--- config.mk ---
export PLATFORM = sky130hd
export DESIGN_NAME = scan_sequencer_2x4
export DESIGN_NICKNAME = d
export VERILOG_FILES = /design/src/rtl/scan_pkg.sv /design/src/rtl/scan_next_ch.sv /design/src/rtl/scan_sequencer_2x4.sv
export SDC_FILE = /design/constraint.sdc
export NUM_CORES = 1
export LEC_CHECK = 0
export CORE_ASPECT_RATIO = 2
export CORE_MARGIN = 8
export CORE_UTILIZATION = 35
export CTS_BUF_LIST = sky130_fd_sc_hd__clkbuf_2
export CTS_CLUSTER_SIZE = 20
export DETAILED_ROUTE_END_ITERATION = 10
export GPL_TIMING_DRIVEN = 0
export MAX_ROUTING_LAYER = met4
export PLACE_DENSITY_LB_ADDON = 0.08
export SYNTH_ARGS = -nofsm -noshare
export SYNTH_HDL_FRONTEND = slang
export SYNTH_SLANG_ARGS = --single-unit
--- constraint.sdc ---
create_clock -name clk -period 2.5 [get_ports clk]
set_input_delay 0.25 -clock clk [delete_from_list [all_inputs] [get_ports clk]]
set_output_delay 0.25 -clock clk [all_outputs]
set_load 0.005 [all_outputs]
--- src/rtl/scan_pkg.sv ---
// Shared definitions for the 2x4 decoder scan sequencer.
//   scan_state_e : sequencer FSM states. BLANK is only reachable when the
//                  design is built with SCAN_BLANK_EN defined.
//   CH_W, NUM_CH : channel index width and channel count.
package scan_pkg;

  localparam int CH_W   = 2;
  localparam int NUM_CH = 4;

  typedef enum logic [1:0] {
    IDLE  = 2'd0,
    DWELL = 2'd1,
    BLANK = 2'd2
  } scan_state_e;

endpackage

--- src/rtl/scan_next_ch.sv ---
// Combinational next-channel search for the scan sequencer.
// Searches upward from cur+1, wrapping 3->0, and finally considers cur itself,
// so the current channel is picked again only when it is the sole enabled one.
// Ports:
//   cur     : current channel index
//   ch_mask : bit i = channel i enabled
//   next    : next enabled channel index (cur when none found)
//   found   : at least one channel enabled
//   wrapped : next <= cur, i.e. the search went past channel 3 or stayed put
module scan_next_ch
  import scan_pkg::*;
(
  input  logic [CH_W-1:0]   cur,
  input  logic [NUM_CH-1:0] ch_mask,
  output logic [CH_W-1:0]   next,
  output logic              found,
  output logic              wrapped
);

  logic [CH_W-1:0] idx;

  // Walk offsets from farthest to nearest so the nearest enabled channel
  // overwrites any farther candidate.
  always_comb begin
    next  = cur;
    found = 1'b0;
    idx   = cur;
    for (int i = NUM_CH; i >= 1; i--) begin
      idx = cur + CH_W'(i);
      if (ch_mask[idx]) begin
        next  = idx;
        found = 1'b1;
      end
    end
  end

  assign wrapped = found && (next <= cur);

endmodule

--- src/rtl/scan_sequencer_2x4.sv ---
// Registered 2-bit channel sequencer driving the a/b inputs of a 2x4 decoder.
// Scans the enabled channels of ch_mask, holding each for dwell+1 cycles,
// either once (oneshot=1) or continuously until stop.
// Optional build macro: SCAN_BLANK_EN inserts one BLANK cycle (valid=0,
// busy=1, old channel held) between consecutive channels.
// Ports:
//   clk, rst   : clock, synchronous active-high reset
//   start      : begin scan (IDLE only); stop aborts (non-IDLE, wins over start)
//   oneshot    : single pass when 1, captured on accepted start
//   dwell      : hold time minus one, sampled on channel entry
//   ch_mask    : channel enables, sampled live at each channel selection
//   a, b       : channel index MSB/LSB (hold last channel in IDLE)
//   valid      : {a,b} is an active selection
//   busy       : sequencer not IDLE
//   ch_tick    : pulse in the last dwell cycle of each channel
//   done       : pulse after a one-shot pass completes
//   dbg_state  : current FSM state
//
// Handshake: start and stop are level-sampled request strobes on every rising
// edge; there is no ready. valid qualifies {a,b} in the same cycle, and every
// output is a register updated only on the rising edge.
module scan_sequencer_2x4
  import scan_pkg::*;
#(
  parameter int DWELL_W = 8
) (
  input  logic               clk,
  input  logic               rst,
  input  logic               start,
  input  logic               stop,
  input  logic               oneshot,
  input  logic [DWELL_W-1:0] dwell,
  input  logic [NUM_CH-1:0]  ch_mask,
  output logic               a,
  output logic               b,
  output logic               valid,
  output logic               busy,
  output logic               ch_tick,
  output logic               done,
  output scan_state_e        dbg_state
);

  scan_state_e        state, state_n;
  logic [CH_W-1:0]    ch, ch_n;
  logic [DWELL_W-1:0] cnt, cnt_n;
  logic               os_q, os_n;
  logic               valid_q, busy_q, tick_q, done_q;
  logic               valid_n, busy_n, tick_n, done_n;

  logic [CH_W-1:0]    cur_sel;
  logic [CH_W-1:0]    nx_ch;
  logic               nx_found;
  logic               nx_wrapped;

  // From IDLE the search starts "after channel 3", which yields the lowest
  // enabled channel.
  assign cur_sel = (state == IDLE) ? CH_W'(NUM_CH - 1) : ch;

  scan_next_ch u_next (
    .cur     (cur_sel),
    .ch_mask (ch_mask),
    .next    (nx_ch),
    .found   (nx_found),
    .wrapped (nx_wrapped)
  );

  always_ff @(posedge clk) begin
    if (rst) begin
      state   <= IDLE;
      ch      <= '0;
      cnt     <= '0;
      os_q    <= 1'b0;
      valid_q <= 1'b0;
      busy_q  <= 1'b0;
      tick_q  <= 1'b0;
      done_q  <= 1'b0;
    end else begin
      state   <= state_n;
      ch      <= ch_n;
      cnt     <= cnt_n;
      os_q    <= os_n;
      valid_q <= valid_n;
      busy_q  <= busy_n;
      tick_q  <= tick_n;
      done_q  <= done_n;
    end
  end

  always_comb begin
    state_n = state;
    ch_n    = ch;
    cnt_n   = cnt;
    os_n    = os_q;
    done_n  = 1'b0;
    case (state)
      IDLE: begin
        if (start && !stop && nx_found) begin
          state_n = DWELL;
          ch_n    = nx_ch;
          cnt_n   = dwell;
          os_n    = oneshot;
        end
      end
      DWELL: begin
        if (stop) begin
          state_n = IDLE;
        end else if (cnt != '0) begin
          cnt_n = cnt - 1'b1;
        end else if (!nx_found) begin
          state_n = IDLE;
        end else if (os_q && nx_wrapped) begin
          // Last enabled channel of a one-shot pass: exit without blanking.
          state_n = IDLE;
          done_n  = 1'b1;
        end else begin
`ifdef SCAN_BLANK_EN
          state_n = BLANK;
`else
          ch_n  = nx_ch;
          cnt_n = dwell;
`endif
        end
      end
`ifdef SCAN_BLANK_EN
      BLANK: begin
        // Channel choice is re-evaluated here against the live mask.
        if (stop || !nx_found) begin
          state_n = IDLE;
        end else if (os_q && nx_wrapped) begin
          state_n = IDLE;
          done_n  = 1'b1;
        end else begin
          state_n = DWELL;
          ch_n    = nx_ch;
          cnt_n   = dwell;
        end
      end
`endif
      default: state_n = IDLE;
    endcase

    // Outputs are computed from the next state so they can be registered
    // without adding a cycle of latency.
    valid_n = (state_n == DWELL);
    busy_n  = (state_n != IDLE);
    tick_n  = (state_n == DWELL) && (cnt_n == '0);
  end

  assign a         = ch[1];
  assign b         = ch[0];
  assign valid     = valid_q;
  assign busy      = busy_q;
  assign ch_tick   = tick_q;
  assign done      = done_q;
  assign dbg_state = state;

endmodule

==> results of run 1 <==
[Yosys cell counts (2+ instances only)]
cell and n:
a211o_1 2, a211oi_1 2, a21o_1 2, a21oi_1 13, a221oi_1 2, a31oi_1 5
buf_2 3, buf_6 2, clkbuf_1 8, dfxtp_1 17, ha_1 2, inv_1 7
mux2_2 2, mux2i_1 4, nand2_1 17, nand2b_1 5, nand3_1 2, nand4_1 2
nor2_1 18, nor2b_1 4, nor3_1 11, nor3b_1 2, nor4_1 2, o211a_1 4
o21a_1 2, o21ai_0 13, o21ba_2 2, o221ai_1 3, o31ai_1 3, or2_2 3
or3_1 5, or4_1 2, xnor2_1 2
[cell families after synthesis]
| family | synth area share |
|---|---|
| adders and majority gates | 0.0164 |
| other | 0.00246 |
| xor gates and xnor gates | 0.0115 |
| AOI/OAI and AO/OA | 0.329 |
| and+or+nand+nor | 0.314 |
| muxes | 0.0411 |
| DFF | 0.224 |
| buffers and inverters | 0.0617 |
[layout make-up]
class | count | area (sq um) | area share
sequential | 17 | 358 | 0.160
multi-input combinational | 162 | 1260 | 0.564
inverter | 7 | 31.3 | 0.0140
tap | 54 | 67.6 | 0.0302
clock inverter | 1 | 5.00 | 0.00223
clock buffer | 3 | 15.0 | 0.00670
timing repair buffer | 43 | 392 | 0.175
buffer | 13 | 108 | 0.0480
[per-stage QoR]
stage	area, sq um	utilization	hold WS [ns]
2_1_floorplan	1540	-	0.322
3_5_place_dp	1850	0.435	0.473
5_1_grt	2240	0.526	0.507
6_report	2240	0.526	0.460
4_1_cts	2130	0.500	0.456
3_3_place_gp	1850	0.435	0.466
[timing repair]
item,CTS,global route
gates resized for setup,35,28
pin swaps,19,11
endpoints found under the hold margin,0,0
endpoints found under the setup margin,15,14
setup buffers,17,4
[power by group]
group	internal [W]	total, W	leakage [nW]	switching, W
Sequential	0.000278	0.000287	0.142	0.00000859
Combinational	0.000157	0.000335	0.683	0.000178
Clock	0.0000362	0.000130	0.0164	0.0000938
[sequential cells by signal, indices dropped and copies added (netlist names)]
signal and count:
cnt 8, ch 2, dbg_state 2, ch_tick 1, busy 1, os_q 1, done 1, valid 1
[worst max path at each step]
stage,end,slack (ns),cells after the start
after floorplan,ch_tick,0.01,15
after global placement,ch_tick,-1.0,14
after detailed placement,ch_tick,-1.00,14
after CTS,ch_tick,-0.27,16
after global routing,ch_tick,-0.36,13
final,ch_tick,-0.22,12
[critical path, stage by stage (launching register included)]
cell and delay (ns):
dfxtp_4 0.40, buf_8 0.13, nor2_4 0.17, o41ai_2 0.09, a221oi_2 0.36, ha_1 0.33, nand2_1 0.12, o31ai_4 0.08
buf_6 0.14, or2_4 0.25, a31oi_4 0.18, o221ai_4 0.13, nor4_2 0.28
[layer usage]
metal | share of wire | track usage | up-vias | wire, um
li1 | - | - | 849 | -
met4 | 0.024 | 0.0558 | 0 | 123
met2 | 0.49 | 0.256 | 53 | 2480
met3 | 0.033 | 0.0185 | 12 | 167
met1 | 0.45 | 0.172 | 838 | 2260
met5 | 0 | - | - | 0
==> flow_summary.yaml, run 1 <==
status:
  outcome: "finished with violations"
  violations: "setup timing"
place:
  portBuffers: 24
  place_ws_ns: -1.00
  gp_congestion: 0.875
  place_hpwl_mm: 3.54
  dp.cells: 277
global_route:
  grt_pass1_wl_mm: 8.15
  grt_max_degree: 11
  antenna_found_initial: 0
  grt_overflow: 0
  grt_usage: 0.149
  first_global_vias: 1740
sta:
  setup_viol: 8
  final-hold-violation-count: 0
  clock_skew_ns: 0.00535
  min_period_over_period: 1.09
  rsz0062_at_grt: "yes"
  tns_ns: -0.568
  clock.fmax_ghz: 0.367
  period_needed_ns: 2.72
  drv_slew: 0
  worst_pin_slew_ns: 0.580
  slew_headroom: 0.612
  fin_ws_ns: -0.222
logic_synthesis:
  ys_ff_latch: 17
  syn_nets: 218
  async_flop_share: 0
  synth_flop_cell: "dfxtp_1"
  synth_edf_count: 0
  yosysTopAreaCell: "dfxtp_1"
  syn-cell-area_sq_um: 1520
  ys_types: 59
  syn_avg_cell_area_sq_um: 7.65
  synth_top_area_share: 0.224
  postSynthCellCount: 199
  seq_area_frac_synth: 0.224
  ys.warnings.count: 0
  synth.area.top_cells: "dfxtp_1 22%, nor2_1 4.4%, a21oi_1 4.3%, o21ai_0 4.3%, nand2_1 4.2%"
floorplan:
  num_rows: 34
  die_area_sq_um: 6840
  chipWidth_um: 62.6
  start_util: 0.358
  die_y_um: 109
  core-area_sq_um: 4250
  ios: 25
hold_path:
  hold_end: "os_q"
  hp-start: "oneshot"
  hold_depth: 3
  hold_path_class: "primary input to register"
route:
  vias_per_cell: 5.84
  via_count: 1752
  drtIter0Drc: 42
  drc: 0
  drtPass1Iterations: 4
  wl_per_cell_um: 16.8
  wl_mm: 5.03
  drtAntennaViolNets: 0
cells_and_area:
  antennaDiodeCount: 0
  area_growth_pct: 47.2
  finalNonFillerCells: 300
  drive_above_1_share: 0.317
  layout_commonest_cell: "clkdlybuf4s50_1"
  nets: 266
  fillers: 422
  mostFrequentLayoutCells: "22 x clkdlybuf4s50_1, 17 x nand2_1, 17 x buf_4"
worst_setup_path:
  start_kind: "register"
  critPathLaunch: "dbg_state[1]"
  cp_data_required_time_ns: 2.74
  path_max_fanout: 6
  rr_worst_depth: 12
  r2r_end: "ch_tick"
  worst_setup_path_end_kind: "register"
  rrSetupSlack_ns: -0.22
  crit_arrival_ns: 2.97
  r2r-start: "dbg_state[1]"
  worstSetupPathType: "register to register"
pwr:
  p_leak_nw: 0.842
  vdd_drop_max_mv: 0.237
  power.total_w: 0.000752
  power_density_nw_per_um2: 336
clocking:
  postCtsHoldBufs: 0
  insertion_delay_ns: 0.32
  htree_num_levels: 1
  cts_tree: "built"
  clkTransAtPathRegs_ns: 0.17
  cts_buffers: 3
  cts_root_buf: "clkbuf_2"
  cts_sinks: 17
  clockBufferDepth: 2
flow_run:
  maxCapViolations: 0
No activity file was read; power rests on OpenSTA's default activity.
==> inputs of run 2 (changes only) <==
==> constraint.sdc (replaced) <==
create_clock -name clk -period 2.5 [get_ports clk]
set_input_delay 0.25 -clock clk [delete_from_list [all_inputs] [get_ports clk]]
set_output_delay 0.25 -clock clk [all_outputs]
set_load 0.1 [all_outputs]
==> flow_summary.yaml, run 2 (synthesis results as in run 1) <==
status:
  outcome: "finished with violations"
  violations: "setup timing"
cells_and_area:
  nets: 269
  antennaDiodeCount: 0
  layout_commonest_cell: "clkdlybuf4s50_1"
  area_growth_pct: 44.5
  drive_above_1_share: 0.301
  fillers: 435
  mostFrequentLayoutCells: "22 x clkdlybuf4s50_1, 18 x buf_4, 16 x nand2_1"
  regMostFlops: "cnt"
  largest_register_ffs: 8
hold_path:
  hold_path_class: "primary input to register"
  hold_depth: 3
clocking:
  cts_buffers: 3
  clkTransAtPathRegs_ns: 0.20
  cts_tree: "built"
  clockBufferDepth: 2
  cts_root_buf: "clkbuf_2"
  insertion_delay_ns: 0.33
  htree_num_levels: 1
  cts_sinks: 17
worst_setup_path:
  critPathBufInv: 3
  cp_data_required_time_ns: 2.77
  cpMaxStageDelayCell: "dfxtp_4"
  crit_arrival_ns: 3.09
  path_depth: 17
  path_cells: "buf_6 -> nor2_1 -> nand3_1 -> a21oi_2 -> nor3_2 -> a21oi_1 -> a221oi_2 -> ha_1 -> a21oi_2 -> nand2_1 -> o31ai_4 -> buf_6 -> buf_6 -> or2_4 -> a31oi_1 -> o221ai_1 -> nor4_2"
  rr_worst_depth: 17
  max_stage_delay_ns: 0.38
  crit_top_cell: "buf_6"
  path_max_fanout: 6
  crit_family: "simple AND/OR/NAND/NOR gates"
  worst_setup_path_end_kind: "register"
  start_kind: "register"
  worstSetupPathType: "register to register"
place:
  place_hpwl_mm: 3.42
  place_ws_ns: -1.00
  portBuffers: 24
  gp_congestion: 0.897
pwr:
  vdd_drop_max_mv: 0.303
  p_leak_nw: 0.845
  power_density_nw_per_um2: 352
floorplan:
  chipWidth_um: 62.6
  die_area_sq_um: 6840
  die_y_um: 109
  start_util: 0.358
  core-area_sq_um: 4250
  ios: 25
  num_rows: 34
sta:
  slew_headroom: 0.353
  drv_slew: 0
  setup_viol: 9
  clock_skew_ns: 0.0291
  worst_pin_slew_ns: 0.968
  final-hold-violation-count: 0
  period_needed_ns: 2.83
  min_period_over_period: 1.13
  clock.fmax_ghz: 0.354
  tns_ns: -1.65
  fin_ws_ns: -0.327
  rsz0062_at_grt: "yes"
route:
  vias_per_cell: 5.81
  drtPass1Iterations: 5
  wl_mm: 5.11
  drtIter0Drc: 78
  drc: 0
  drtAntennaViolNets: 0
  via_count: 1760
  wl_per_cell_um: 16.9
global_route:
  antenna_found_initial: 0
  grt_usage: 0.145
  grt_max_degree: 11
  grt_overflow: 0
  first_global_vias: 1678
  grt_pass1_wl_mm: 7.94
flow_run:
  maxCapViolations: 0
==> run 2: changes by cell type in the layout (fill, tap and decap cells not counted), sizes merged <==
| cell | before | now |
|---|---|---|
| buf | 25 | 28 |
==> run 2: what timing repair did <==
action,in CTS,in global routing
pin swaps,16,13
endpoints found under the setup margin,15,15
hold buffers,0,0
setup buffers,22,2
gates resized for setup,19,19
==> run 2: cell type report <==
class                           count  area [sq um]  area share
Multi-Input combinational cell    162          1210       0.551
Buffer                             13          97.6      0.0444
Tap cell                           54          67.6      0.0307
Clock buffer                        3          15.0     0.00683
Sequential cell                    17           358       0.163
Clock inverter                      1          5.00     0.00228
Inverter                            7          26.3      0.0120
Timing Repair Buffer               46           418       0.190
==> run 2: worst paths after layout <==
path,startpoint,endpoint,slack (ns)
worst min register to register,os_q,os_q,0.51
worst max-delay path,ch[0],ch_tick,-0.33
worst max register to register,ch[0],ch_tick,-0.33
worst min-delay path,oneshot,os_q,0.47
==> run 2: layer usage <==
layer	part of all wire	GRT usage	vias to the layer above	wire length (um)
li1	-	-	858	-
met1	0.41	0.169	832	2110
met2	0.52	0.243	61	2630
met3	0.055	0.0257	9	283
met4	0.017	0.0558	0	85
met5	0	-	-	0
==> run 2: where the power goes <==
group | internal [W] | switching (W) | total [W]
registers | 0.000278 | 0.00000838 | 0.000287
clock network | 0.0000362 | 0.0000997 | 0.000136
logic | 0.000156 | 0.000195 | 0.000351
total | 0.000470 | 0.000303 | 0.000773
==> run 2: worst min-delay path, cell delays in order <==
cell	delay [ns]
clkdlybuf4s50_1	0.39
nand2_1	0.05
a21oi_1	0.05
==> run 2: through the flow <==
step                      instances  area (sq um)  hold WS [ns]  utilization  power, W
after CTS                       302          2120         0.455        0.499  0.000761
after global placement          277          1880         0.475        0.442  0.000573
after global routing            303          2200         0.479        0.517  0.000815
after detailed placement        277          1880         0.488        0.442  0.000574
after floorplan                 199          1570         0.322            -  0.000491
final                           303          2200         0.471        0.517  0.000773
==> inputs of run 3 (changes only) <==
--- a/config.mk
+++ b/config.mk
@@ -14,6 +14,7 @@
 export GPL_TIMING_DRIVEN = 0
 export MAX_ROUTING_LAYER = met4
 export PLACE_DENSITY_LB_ADDON = 0.08
+export SKIP_CTS_REPAIR_TIMING = 1
 export SYNTH_ARGS = -nofsm -noshare
 export SYNTH_HDL_FRONTEND = slang
 export SYNTH_SLANG_ARGS = --single-unit
==> flow_summary.yaml, run 3 (synthesis results as in run 1) <==
place:
  place_hpwl_mm: 3.42
  portBuffers: 24
  gp_congestion: 0.897
pwr:
  p_leak_nw: 0.819
  vdd_drop_max_mv: 0.296
  power_density_nw_per_um2: 361
worst_setup_path:
  rr_worst_depth: 15
  cp_data_required_time_ns: 2.76
  r2r-start: "ch[0]"
  path_max_fanout: 10
  worst_setup_path_end_kind: "register"
  worstSetupPathType: "primary input to register"
  crit_arrival_ns: 3.12
  start_kind: "primary input"
  rrSetupSlack_ns: -0.34
  r2r_end: "ch_tick"
sta:
  period_needed_ns: 2.86
  worst_pin_slew_ns: 0.968
  final-hold-violation-count: 0
  fin_ws_ns: -0.359
  clock_skew_ns: 0.0198
  slew_headroom: 0.353
  setup_viol: 9
  rsz0062_at_grt: "yes"
  tns_ns: -1.43
  clock.fmax_ghz: 0.350
  drv_slew: 0
  min_period_over_period: 1.14
floorplan:
  ios: 25
  die_area_sq_um: 6840
  start_util: 0.358
  core-area_sq_um: 4250
  die_y_um: 109
  chipWidth_um: 62.6
  num_rows: 34
status:
  violations: "setup timing"
  outcome: "finished with violations"
clocking:
  clkTransAtPathRegs_ns: 0.19
  clockBufferDepth: 2
  insertion_delay_ns: 0.33
  cts_buffers: 3
  cts_tree: "built"
  cts_sinks: 17
  htree_num_levels: 1
  cts_root_buf: "clkbuf_2"
route:
  vias_per_cell: 5.73
  wl_per_cell_um: 16.9
  drtPass1Iterations: 4
  drtIter0Drc: 56
  drc: 0
  wl_mm: 4.98
  drtAntennaViolNets: 0
  via_count: 1689
cells_and_area:
  layout_commonest_cell: "clkdlybuf4s50_1"
  mostFrequentLayoutCells: "22 x clkdlybuf4s50_1, 17 x nor2_1, 16 x nand2_1"
  largest_register_ffs: 8
  nets: 261
  regMostFlops: "cnt"
  utilization: 0.503
  drive_above_1_share: 0.241
  antennaDiodeCount: 0
  area_growth_pct: 40.5
global_route:
  grt_pass1_wl_mm: 7.45
  grt_overflow: 0
  grt_max_degree: 11
  first_global_vias: 1508
  grt_usage: 0.136
  antenna_found_initial: 0
hold_path:
  hold_path_class: "primary input to register"
  hold_depth: 3
  hp-start: "oneshot"
  hold_end: "os_q"
flow_run:
  maxCapViolations: 0
==> run 3: cell type report <==
type	count	area [sq um]
flip-flops and latches	17	357
repair buffers	37	377
clock inverters	1	5.00
fillers	427	2120
plain buffers	13	98.8
clock buffers	3	15.0
well taps	54	67.6
inverters	7	26.3
multi-input cells	163	1190
==> run 3: metal layers <==
metal	GRT usage	vias up	part of all wire
li1	-	841	-
met1	0.171	797	0.44
met2	0.217	44	0.50
met3	0.0237	7	0.043
met4	0.0443	0	0.016
met5	-	-	0
==> run 3: worst max-delay path by stage <==
stage / slack, ns / depth (start not counted) / startpoint / endpoint
4_1_cts: -0.66 / 14 / ch_mask[1] / ch_tick
5_1_grt: -0.49 / 16 / ch[0] / ch_tick
2_1_floorplan: -0.11 / 15 / ch[0] / ch_tick
3_5_place_dp: -1.00 / 14 / ch_mask[1] / ch_tick
6_report: -0.36 / 15 / ch_mask[1] / ch_tick
3_3_place_gp: -0.98 / 14 / ch_mask[1] / ch_tick
==> run 3: through the flow <==
stage	setup slack (ns)	power [W]	cell area, sq um	cells	hold WS, ns
finish	-0.359	0.000772	2140	295	0.467
global route	-0.489	0.000816	2140	295	0.479
CTS	-0.660	0.000713	1900	281	0.455
detailed placement	-1.00	0.000574	1880	277	0.488
global placement	-0.982	0.000573	1880	277	0.475
floorplan	-0.113	0.000491	1570	199	0.322
==> run 3: worst max-delay path, cell delays in order <==
cell             delay, ns
clkdlybuf4s50_1       0.47
buf_2                 0.21
nand3_1               0.11
a21oi_2               0.14
nor3_2                0.05
a21oi_1               0.15
a221oi_2              0.07
ha_1                  0.34
nand2_2               0.08
o31ai_4               0.26
buf_12                0.16
nor2_4                0.06
a221oi_4              0.32
nand4_1               0.19
nor4_2                0.25
==> run 3: report_power, final <==
part | switching, W | total, W | internal (W)
clock | 0.0000990 | 0.000135 | 0.0000362
combinational | 0.000193 | 0.000349 | 0.000156
sequential | 0.00000952 | 0.000288 | 0.000278
